### src/rtl/huffman_pkg.sv
// Shared widths and FIFO entry layout for the Huffman output packer.
package huffman_pkg;

    localparam int SYMBOL_W = 8;
    localparam int WORD_W   = 32;
    localparam int LANES    = 4;
    localparam int ENTRY_W  = WORD_W + LANES + 1;

    typedef struct packed {
        logic [WORD_W-1:0] data;
        logic [LANES-1:0]  keep;
        logic              last;
    } entry_t;

    function automatic logic [LANES-1:0] lane_keep(input logic [1:0] lane);
        logic [LANES-1:0] k;
        k = 4'b0001;
        unique case (lane)
            2'd0: k = 4'b0001;
            2'd1: k = 4'b0011;
            2'd2: k = 4'b0111;
            2'd3: k = 4'b1111;
        endcase
        return k;
    endfunction

endpackage

### src/rtl/huffman_sync_fifo.sv
// Show-ahead synchronous FIFO; head entry is visible whenever not empty.
module huffman_sync_fifo #(
    parameter int WIDTH = 37,
    parameter int DEPTH = 16,
    parameter int AW    = 4
) (
    input  logic             clock,
    input  logic             reset_n,
    input  logic             i_push,
    input  logic [WIDTH-1:0] i_data,
    input  logic             i_pop,
    output logic [WIDTH-1:0] o_data,
    output logic             o_full,
    output logic             o_empty,
    output logic [AW:0]      o_level
);

    logic [WIDTH-1:0] r_mem [DEPTH];
    logic [AW:0]      r_wptr;
    logic [AW:0]      r_rptr;
    logic             w_do_push;
    logic             w_do_pop;

    assign o_level   = r_wptr - r_rptr;
    assign o_full    = (o_level == (AW+1)'(DEPTH));
    assign o_empty   = (r_wptr == r_rptr);
    // A pop frees the slot in the same cycle, so push is legal when full.
    assign w_do_pop  = i_pop && !o_empty;
    assign w_do_push = i_push && (!o_full || w_do_pop);
    assign o_data    = o_empty ? '0 : r_mem[r_rptr[AW-1:0]];

    always_ff @(posedge clock or negedge reset_n) begin
        if (!reset_n) begin
            r_wptr <= '0;
            r_rptr <= '0;
        end else begin
            if (w_do_push) r_wptr <= r_wptr + 1'b1;
            if (w_do_pop)  r_rptr <= r_rptr + 1'b1;
        end
    end

    always_ff @(posedge clock) begin
        if (w_do_push) r_mem[r_wptr[AW-1:0]] <= i_data;
    end

endmodule

### src/rtl/huffman_symbol_packer.sv
// Packs decoded 8-bit symbols into 32-bit words and streams them out over
// AXI4-Stream with tkeep/tlast for partial final words.
module huffman_symbol_packer
    import huffman_pkg::*;
#(
    parameter int FIFO_DEPTH = 16,
    parameter int FIFO_AW    = 4
) (
    input  logic                clock,
    input  logic                reset_n,
    input  logic [7:0]          symbol_in,
    input  logic                symbol_valid,
    input  logic                symbol_last,
    output logic                symbol_ready,
    output logic [31:0]         m_axis_tdata,
    output logic [3:0]          m_axis_tkeep,
    output logic                m_axis_tlast,
    output logic                m_axis_tvalid,
    input  logic                m_axis_tready,
    output logic [31:0]         byte_count,
    output logic [15:0]         frame_count,
    output logic [FIFO_AW:0]    fifo_level
);

    logic              r_run;
    logic [1:0]        r_lane;
    logic [WORD_W-1:0] r_pack;
    logic [31:0]       r_byte_count;
    logic [15:0]       r_frame_count;

    logic              w_full;
    logic              w_empty;
    logic              w_accept;
    logic              w_done;
    logic              w_pop;
    logic [WORD_W-1:0] w_word;
    entry_t            w_entry;
    entry_t            w_head;

    // Ready depends only on registered state, never on valid or tready.
    assign symbol_ready = r_run && !w_full;
    assign w_accept     = symbol_valid && symbol_ready;
    assign w_done       = w_accept && (symbol_last || (r_lane == 2'd3));
    assign w_pop        = m_axis_tvalid && m_axis_tready;

    always_comb begin
        w_word = r_pack;
        w_word[{r_lane, 3'b000} +: SYMBOL_W] = symbol_in;
    end

    assign w_entry.data = w_word;
    assign w_entry.keep = lane_keep(r_lane);
    assign w_entry.last = symbol_last;

    huffman_sync_fifo #(
        .WIDTH (ENTRY_W),
        .DEPTH (FIFO_DEPTH),
        .AW    (FIFO_AW)
    ) u_fifo (
        .clock   (clock),
        .reset_n (reset_n),
        .i_push  (w_done),
        .i_data  (w_entry),
        .i_pop   (w_pop),
        .o_data  (w_head),
        .o_full  (w_full),
        .o_empty (w_empty),
        .o_level (fifo_level)
    );

    assign m_axis_tvalid = !w_empty;
    assign m_axis_tdata  = w_head.data;
    assign m_axis_tkeep  = w_head.keep;
    assign m_axis_tlast  = w_head.last;
    assign byte_count    = r_byte_count;
    assign frame_count   = r_frame_count;

    always_ff @(posedge clock or negedge reset_n) begin
        if (!reset_n) begin
            r_run         <= 1'b0;
            r_lane        <= '0;
            r_pack        <= '0;
            r_byte_count  <= '0;
            r_frame_count <= '0;
        end else begin
            r_run <= 1'b1;
            if (w_accept) begin
                r_byte_count <= r_byte_count + 32'd1;
                if (symbol_last) r_frame_count <= r_frame_count + 16'd1;
                if (w_done) begin
                    r_lane <= '0;
                    r_pack <= '0;
                end else begin
                    r_lane <= r_lane + 2'd1;
                    r_pack <= w_word;
                end
            end
        end
    end

endmodule

### config.mk
export PLATFORM = sky130hd
export DESIGN_NAME = huffman_symbol_packer
export DESIGN_NICKNAME = d
export VERILOG_FILES = /design/src/rtl/huffman_pkg.sv /design/src/rtl/huffman_sync_fifo.sv /design/src/rtl/huffman_symbol_packer.sv
export SDC_FILE = /design/constraint.sdc
export NUM_CORES = 1
export LEC_CHECK = 0
export BUFFER_PORTS_ARGS = -buffer_cell sky130_fd_sc_hd__buf_2
export CAP_MARGIN = 10
export CELL_PAD_IN_SITES_DETAIL_PLACEMENT = 1
export CELL_PAD_IN_SITES_GLOBAL_PLACEMENT = 2
export CORE_ASPECT_RATIO = 0.75
export CORE_MARGIN = 2
export CORE_UTILIZATION = 47
export CTS_BUF_LIST = sky130_fd_sc_hd__clkbuf_8
export CTS_CLUSTER_DIAMETER = 120
export CTS_CLUSTER_SIZE = 30
export DETAILED_ROUTE_END_ITERATION = 7
export PLACE_DENSITY_LB_ADDON = 0.1
export SLEW_MARGIN = 0
export SYNTH_ARGS = -nofsm -noshare
export SYNTH_HDL_FRONTEND = slang
export SYNTH_SLANG_ARGS = --single-unit
### constraint.sdc
create_clock -name clock -period 13.6 [get_ports clock]
set_clock_uncertainty 0.1 [all_clocks]
set_input_delay 4.08 -clock clock [delete_from_list [all_inputs] [get_ports clock]]
set_output_delay 4.08 -clock clock [all_outputs]
set_load 0.05 [all_outputs]
==> Yosys cells after proc, flatten, opt, wreduce, memory -nomap -nowiden <==
Memory sizes are Yosys's and may differ from the RTL's.
Index checks and enable logic that the tools add are counted.
{ "totals": {"reg_bits": 93, "ramBits": 592, "inputBits": 13, "output_inout_bits": 92, "memories": 1} }
{ "op_classes": {"addsub": 7, "eq_ne": 5, "n_shift": 2, "muxes": 7, "n_reduce_logical": 12} }
{ "mem_list": {"columns": ["memory", "depth", "word_bits", "rd", "rd_clocked_by_memory_dff", "write_ports", "line", "source"], "rows": [
  ["u_fifo.r_mem", 16, 37, 1, 0, 1, "huffman_sync_fifo.sv:18", "logic [WIDTH-1:0] r_mem [DEPTH];"]
]} }
{ "ops": {"columns": ["op", "n"], "rows": [
  ["37-bit two-way mux", 1],
  ["32-bit by 1-bit adder with 32-bit output, second input constant", 1],
  ["32-bit bitwise mux", 1],
  ["32-bit two-way mux", 1],
  ["8-bit by 7-bit variable shift with 32-bit output, first input constant", 1],
  ["8-bit by 7-bit variable part select with 32-bit output", 1],
  ["16-bit by 1-bit adder with 16-bit output, second input constant", 1],
  ["4-bit case mux with 4 select lines", 1],
  ["5-bit by 1-bit adder with 5-bit output, second input constant", 2],
  ["5-bit negation with 7-bit output", 1],
  ["1-bit logical AND", 6],
  ["5-bit == test", 1],
  ["5-bit == test, second input constant", 1],
  ["5-bit subtractor", 1],
  ["2-bit == test, second input constant", 2],
  ["2-bit by 1-bit adder with 2-bit output, second input constant", 1],
  ["2-bit by 1-bit == test with 1-bit output, second input constant", 1],
  ["1-bit zero test", 2],
  ["2-bit zero test", 1],
  ["1-bit logical OR", 2],
  ["1-bit two-way mux", 2],
  ["2-bit two-way mux", 1],
  ["2-bit AND reduction", 1]
]} }

==> Longest topological paths before layout <==
Gate-level depths: netlist of run 1.
{ "logic_depth": {"word_depth": 9, "mapped_depth": 13} }

==> By module <==
Synthesis of run 1 repeated with hierarchy kept, for this count alone.
{ "unflattened": {"hier_cells": 1451, "hier_area_um2": 27541.4} }
{ "modules_own_cells": {"columns": ["mod", "instances", "cells_per_inst", "area_per_inst_um2", "seq_area_each_um2"], "rows": [
  ["huffman_sync_fifo", 1, 1075, 23533.8, 18027.3],
  ["huffman_symbol_packer", 1, 376, 4007.6, 2077.0]
]} }

==> Worst setup path after synthesis of run 1 <==
No wires, ideal clock.
{ "synth_timing": {"path_kind": "input -> register", "start": "input port symbol_valid", "end": "memory u_fifo.r_mem[10][0], enable pin", "t_arrival_ns": 8.341, "slack_ns": 4.627, "cell_stages": 5, "path_buffers": 1, "path_cell_list": "and2_1 > and2_1 > buf_2 > nand2_2 > nor4b_1"} }
{ "synth_via": {"elab_chain_len": 5} }
{ "synth_lines": {"columns": ["element", "line", "source"], "rows": [
  ["from (decl)", "huffman_symbol_packer.sv:12", "input logic symbol_valid,"],
  ["1-bit logical AND", "huffman_symbol_packer.sv:42", "assign w_accept = symbol_valid && symbol_ready;"],
  ["1-bit logical AND", "huffman_symbol_packer.sv:43", "assign w_done = w_accept && (symbol_last || (r_lane == 2'd3));"],
  ["1-bit logical AND", "huffman_sync_fifo.sv:29", "assign w_do_push = i_push && (!o_full || w_do_pop);"],
  ["1-bit two-way mux", "huffman_sync_fifo.sv:43", "if (w_do_push) r_mem[r_wptr[AW-1:0]] <= i_data;"],
  ["1-bit two-way mux (not written as such)", "huffman_sync_fifo.sv:43", null],
  ["to (decl)", "huffman_sync_fifo.sv:18", null]
]} }
Every way passes these cells.

==> Final worst setup path of run 1 <==
{ "layout_timing": {"start": "register u_fifo.r_rptr[0]", "end": "output port m_axis_tdata[13]"} }
{ "layout_via": {"elab_chain_len": 2, "word_cells_on_any_way": 3, "classes_between": "eq/ne (1); mux (1); memory (1)"} }
{ "layout_lines": {"columns": ["element", "line", "source"], "rows": [
  ["from (decl)", "huffman_sync_fifo.sv:20", "logic [AW:0] r_rptr;"],
  ["from (signal assigned)", "huffman_sync_fifo.sv:38", "if (w_do_pop) r_rptr <= r_rptr + 1'b1;"],
  ["memory 16 x 37 bit or 5-bit == test (tied branches)", null, null],
  ["37-bit two-way mux (*)", "huffman_sync_fifo.sv:30", "assign o_data = o_empty ? '0 : r_mem[r_rptr[AW-1:0]];"],
  ["to (decl)", "huffman_symbol_packer.sv:15", "output logic [31:0] m_axis_tdata,"]
]} }
Mark *: on every way between the ends. The rest lies on a longest branch, timed or not.

==> results by group, run 1 <==
Power
  • Internal power: approximately 0.0034 W
  • Switching share of power: 0.381
  • Combinational power share: 0.401
  • Switching power: 0.00212 W
  • P_leak: 9.95 nW
  • Clock Power Share: 0.141
  • Peak supply drop: about 140 uV
  • Reg power frac: 0.458
  • Pwr/cell area: between 150 and 200 nW/um2

Place
  • Port Buffers: approximately 100
  • HPWL after DPL: around 36 mm
  • Placed inst area: between 20,000 and 30,000 um2
  • Routability Congestion: roughly 0.73

Final layout
  • Design area: a little under 30,000 um2
  • # nets final: 1,525
  • Post-layout util: 0.516
  • Share of cells above drive strength 1: 0.291
  • Layout area overhead: 8.26%

Synth
  • Seq/Total Area, Yosys: 0.734
  • Cell Area, Synth: 26,700 um2
  • Synth top cells by count: 576 x edfxtp_1, 180 x mux4_2, 93 x dfrtp_1, 55 x nand2_1, 48 x nor2_1
  • Syn Area/Cell: slightly below 20 um2
  • Netlist cell types: 42
  • #FFs+latches synth: around 670
  • Cell taking the most area after synthesis: edfxtp_1
  • Syn Inst Count: 1,355
  • Most common cell in the netlist: edfxtp_1
  • Synth top area cells: edfxtp_1 65%, mux4_2 15%, dfrtp_1 8.7%
  • Post-synth EDFFs: 576
  • Post-synth ARST share: 0.139
  • Net Count, Synth: 1,387
  • Post-synth top area share: 0.647
  • Yosys warnings: 0
  • Synth Flop Type: edfxtp_1

Detailed routing
  • Vias: ~13,000
  • Total wire length: approximately 63 mm
  • Wire per inst: approximately 28 um
  • 1st-iter DRT viols: 1,250
  • First-pass DRT Iterations: 5
  • Routed Antenna Nets: 0
  • Drc violations: 0
  • Via density: about 5.8

Hold path
  • Worst min-delay path class: reg2reg
  • Hold Path Depth: 1

Clock network
  • Cts hold-fix bufs: 0
  • Later-pin clock latency in the skew report: ~700 ps
  • Root Driver: clkbuf_8
  • CTS Buf Count: 26
  • Clock Tree Buf Depth: 3
  • Post-cts gate resize count: 0
  • H-tree Lvls: 1
  • Reg clk slew, reported paths: 170 ps
  • CTS tree: done
  • Clk sinks: about 670
  • Post-CTS setup buffer count: 0

Critical path
  • WS Path Type: reg2out
  • Crit start category: flop
  • Worst Reg-to-Reg Cells: 11
  • Worst-path fanout max: 104
  • Crit path top cell by count: mux4_2
  • CP peak stage delay: between 1000 and 1500 ps
  • Data arrival, critical path: 4140 ps
  • Critical-path cell list: buf_12, mux4_2, mux4_2, nor2b_1, buf_2
  • CP max stage cell: dfrtp_4
  • Critical path capture point type: primary output
  • WP depth: 5
  • Worst path top cell family by delay: multiplexers
  • Critical Path RT: around 9400 ps
  • CP bufs+invs: 2

Status
  • Outcome: completed

STA
  • Final hold vios: 0
  • Final min period: 8320 ps
  • Tcrit/Tclk final: 0.612
  • Fmax: about 120 MHz
  • Slew @ Worst Pin: around 1100 ps
  • Final setup fails: 0
  • Unrepaired setup endpoints after global routing: false
  • Max-slew headroom: 0.268
  • Max Slew Vio Count: 0
  • Total negative slack: 0 ps

Floorplan
  • Initial Utilization: 0.477
  • Die Area: 58,800 um2
  • Core Area: around 56,000 um2
  • Cell row count: 75
  • Num ports: ~110
  • Chip height: 211 um
  • Die width: roughly 280 um

Run
  • Max Cap Violations: 0

Global route
  • Vias in the first global route: 13,800
  • Total GRT Usage: 0.218
  • Largest net degree at the start of global routing: 105
  • First-pass GRT wire length: 94.0 mm
  • Global route overflow: 0
  • Initial antenna violation count: 2
==> per-stage QoR <==
step	total power [W]	cells	worst slack, ps	hold slack [ps]
global route	0.00581	2244	4990	401
CTS	0.00563	2244	5140	387
global placement	0.00483	2196	5940	353
finish	0.00555	2245	5280	378
detailed placement	0.00486	2196	5950	358
floorplan	0.00429	1355	4630	361
==> registers in the layout, indices dropped and copies added, names as in the netlist <==
name and cells:
byte_count 32, frame_count 16, r_lane 2, r_pack 32, r_run 1, u_fifo.r_mem 576, u_fifo.r_rptr 5, u_fifo.r_wptr 5
==> routing by layer <==
metal	global-route usage	wire length (um)
met2	0.344	29800
met3	0.0217	2820
met4	0.0325	833
met1	0.341	29900
met5	0	0
==> layout make-up <==
| cell class | count | area, um2 |
|---|---|---|
| clock buffers | 27 | 372 |
| multi-input cells | 576 | 6700 |
| flip-flops and latches | 669 | 19600 |
| clock inverters | 21 | 105 |
| well taps | 731 | 915 |
| inverters | 47 | 178 |
| fillers | 5104 | 27200 |
| repair buffers | 173 | 1050 |
| diodes | 1 | 2.50 |
==> cell families (layout without fill, tap and decap cells) <==
group	after synthesis	after routing	synth area share
AOI/OAI and AO/OA	72	72	0.0188
xor gates and xnor gates	56	56	0.0183
adders and majority gates	19	19	0.00917
buffers and inverters	110	268	0.0200
DFF	669	669	0.734
muxes	183	183	0.153
other	1	2	0.000140
and+or+nand+nor	245	245	0.0470
==> final timing paths <==
check                      slack (ps)        startpoint                   to
max in group asynchronous        8790           reset_n     u_fifo.r_rptr[0]
max reg2reg                      8110  u_fifo.r_rptr[0]  u_fifo.r_mem[1][25]
min                               380    byte_count[31]       byte_count[31]
max                              5280  u_fifo.r_rptr[0]     m_axis_tdata[13]
min in group asynchronous        3220           reset_n       byte_count[30]
min reg2reg                       380    byte_count[31]       byte_count[31]
==> cell usage in the layout (no fill, tap or decap), types with 3 or more instances in the layout <==
master and n:
edfxtp_1 576, mux4_2 180, buf_2 103, dfrtp_1 90
buf_4 69, inv_1 66, nand2_1 55, nor2_1 44
xnor2_1 41, nor2b_1 36, o21ai_0 33, nand3_1 32
clkbuf_8 27, a31o_2 26, ha_1 18, nand4_1 17
and3_1 17, xor2_1 15, nor3_2 10, nor3_1 9
a31o_1 6, and2_1 4, nor2_4 4, nor4b_2 4
nor4_2 3, mux2_2 3
==> worst register-to-register path: stages (launching register included) <==
cell       delay [ps]
dfrtp_4          1040
ha_1              320
inv_1              60
fa_1              400
xor2_1            240
nor3_1            110
o2111ai_2         150
and2_2            210
buf_4             630
nand2_2           540
nor3_2            730
buf_4             590
==> power groups by stage <==
stage               registers [W]  clock network (W)  logic (W)
detailed placement        0.00259                  0    0.00227
floorplan                 0.00254                  0    0.00175
global route              0.00256           0.000866    0.00238
finish                    0.00254           0.000783    0.00223
global placement          0.00259                  0    0.00225
CTS                       0.00254           0.000813    0.00227
No activity file was read; power rests on OpenSTA's default activity.
==> inputs of run 2 (changes only) <==
Clock period 13.6 ns to 8.7 ns, I/O delays scaled along.
==> run 2 against run 1 <==
  * First-iteration DRC count is 7.2% higher
  * Routed wire length increased by 0.34%
  * Flip-flop and latch count is the same
  * Register-to-register slack worse by 4900 ps
  * Cell area is essentially flat
  * Worst setup slack got worse by 3300 ps
  * Total power rose by 57%
  * Cell count hardly changed
  * Critical path type unchanged
  * Sequential power grew 56%
  * Highest routed layer unchanged
  * Global-route usage about the same
  * Via count rose by 1.1%
  * Combinational power grew 58%
==> results by group, run 2 (synthesis gave the netlist of run 1 again) <==
Clock network
  • CTS tree: done
  • Post-CTS setup buffer count: 0 (unchanged)
  • Cts hold-fix bufs: 0 (unchanged)
  • CTS Buf Count: 26 (unchanged)
  • H-tree Lvls: 1 (unchanged)
  • Clock Tree Buf Depth: 3 (unchanged)
  • Post-cts gate resize count: 0 (unchanged)
  • Root Driver: clkbuf_8
  • Later-pin clock latency in the skew report: 690 ps (about the same)
  • Reg clk slew, reported paths: 180 ps (about the same)
  • Clk sinks: 669 (unchanged)

Global route
  • First-pass GRT wire length: 94.3 mm (+0.32%)
  • Largest net degree at the start of global routing: 87 (-17%)
  • Total GRT Usage: 0.219 (+0.000332)
  • Initial antenna violation count: 0 (-2)
  • Global route overflow: 0 (unchanged)
  • Vias in the first global route: 14,100 (+2.2%)

STA
  • Max-slew headroom: 0.245 (-0.0230)
  • Final hold vios: 0 (unchanged)
  • Total negative slack: 0 ps (unchanged)
  • Fmax: 148 MHz
  • Final setup fails: 0 (unchanged)
  • Final worst slack: 1950 ps (-3330 ps)
  • Tcrit/Tclk final: 0.776
  • Max Slew Vio Count: 0 (unchanged)
  • Unrepaired setup endpoints after global routing: false
  • Final min period: 6750 ps
  • Slew @ Worst Pin: 1130 ps (+39.2 ps)

Place
  • Routability Congestion: 0.726 (-0.78%)
  • Pre-CTS setup slack: 2560 ps (-3390 ps)
  • Port Buffers: 104 (unchanged)
  • Placed Instances: 2,198 (+0.091%)
  • HPWL after DPL: 35.8 mm (+0.54%)

Hold path
  • Worst min-delay path class: reg2reg
  • Hold Path Depth: 1 (unchanged)

Status
  • Outcome: completed

Final layout
  • # nets final: 1,528 (+0.20%)
  • Layout Cells excl Fill: 2,247 (+0.089%)
  • Max FFs per register: 576 (unchanged)
  • Layout area overhead: 8.34% (about the same)
  • Filler cell count in the final layout: 5,040 (-1.3%)
  • Share of cells above drive strength 1: 0.293 (+0.00140)
  • # diodes: 0 (-1)
  • Most common cell after layout, fill and taps aside: edfxtp_1
  • Most frequent cells in the layout: 576 x edfxtp_1, 180 x mux4_2, 103 x buf_2, 90 x dfrtp_1, 72 x buf_4

Power
  • Pwr/cell area: 300 nW/um2 (+56%)
  • Switching power: 0.00332 W (+57%)
  • Combinational power share: 0.405 (+0.004)
  • Switching share of power: 0.382 (+0.000727)
  • P_leak: 9.96 nW (+0.16%)
  • Internal power: 0.00537 W (+56%)
  • Clock Power Share: 0.141 (about the same)
  • Reg power frac: 0.454 (-0.004)
  • Peak supply drop: 255 uV (+77%)

Critical path
  • Critical path capture point type: primary output
  • Critical Path RT: 5990 ps (-3430 ps)
  • Data arrival, critical path: 4040 ps (-100 ps)
  • WS Path Type: reg2out
  • Worst Reg-to-Reg Cells: 10 (-1)
  • Worst-path fanout max: 49 (-53%)
  • Crit start category: flop

Detailed routing
  • 1st-iter DRT viols: 1,340 (+7.2%)
  • Drc violations: 0 (unchanged)
  • Total wire length: 63.6 mm (+0.34%)
  • Wire per inst: 28.3 um (+0.25%)
  • First-pass DRT Iterations: 5 (unchanged)
  • Routed Antenna Nets: 0 (unchanged)
  • Vias: 13,300 (+1.1%)
  • Via density: 5.90 (+1.0%)

Floorplan
  • Die width: 279 um (unchanged)
  • Num ports: 105 (unchanged)
  • Chip height: 211 um (unchanged)
  • Core Area: 56,100 um2 (unchanged)
  • Cell row count: 75 (unchanged)
  • Initial Utilization: 0.477 (unchanged)
  • Die Area: 58,800 um2 (unchanged)

Run
  • Max Cap Violations: 0 (unchanged)
==> run 2: cell type report <==
type	count	area (um2)	area share
Sequential cell	669	19600	0.678
Multi-Input combinational cell	576	6700	0.231
Timing Repair Buffer	176	1080	0.0371
Tap cell	731	915	0.0316
Clock buffer	27	372	0.0128
Inverter	47	178	0.00613
Clock inverter	21	105	0.00363
==> run 2: power by group through the flow <==
stage / sequential [W] / clock, W / combinational, W
after floorplan: 0.00397 / 0 / 0.00273
after global placement: 0.00401 / 0 / 0.00355
after detailed placement: 0.00402 / 0 / 0.00357
after CTS: 0.00395 / 0.00126 / 0.00358
after global routing: 0.00397 / 0.00134 / 0.00375
final: 0.00395 / 0.00122 / 0.00352
==> run 2: per-stage QoR <==
stage / hold slack (ps) / area [um2] / util / total power (W)
after floorplan: 361 / 26700 / - / 0.00671
after global placement: 354 / 28500 / 0.508 / 0.00756
after detailed placement: 360 / 28500 / 0.508 / 0.00759
after CTS: 386 / 29000 / 0.516 / 0.00879
after global routing: 399 / 29000 / 0.516 / 0.00906
final: 379 / 29000 / 0.516 / 0.00869
==> run 2: final timing paths <==
path / endpoint / startpoint / slack [ps]
worst max-delay path: m_axis_tdata[22] / u_fifo.r_rptr[1] / 1950
worst min-delay path: byte_count[31] / byte_count[31] / 380
worst max register to register: u_fifo.r_mem[12][15] / u_fifo.r_rptr[1] / 3250
worst min register to register: byte_count[31] / byte_count[31] / 380
max in group asynchronous: u_fifo.r_rptr[1] / reset_n / 5400
min in group asynchronous: byte_count[31] / reset_n / 1720
==> run 2: metal layers <==
metal	wire [um]	GRT usage	part of all wire	vias to the layer above
met3	2670	0.0229	0.042	56
met5	0	0	0	-
met4	946	0.0361	0.015	0
li1	-	-	-	5631
met1	29500	0.334	0.46	7284
met2	30500	0.351	0.48	295
==> run 2: critical path: stages, from the launching register on <==
cell	delay [ps]
dfrtp_4	1010
inv_1	210
ha_1	360
nand4_1	140
nor2_4	800
buf_4	400
nor2b_1	140
buf_2	230
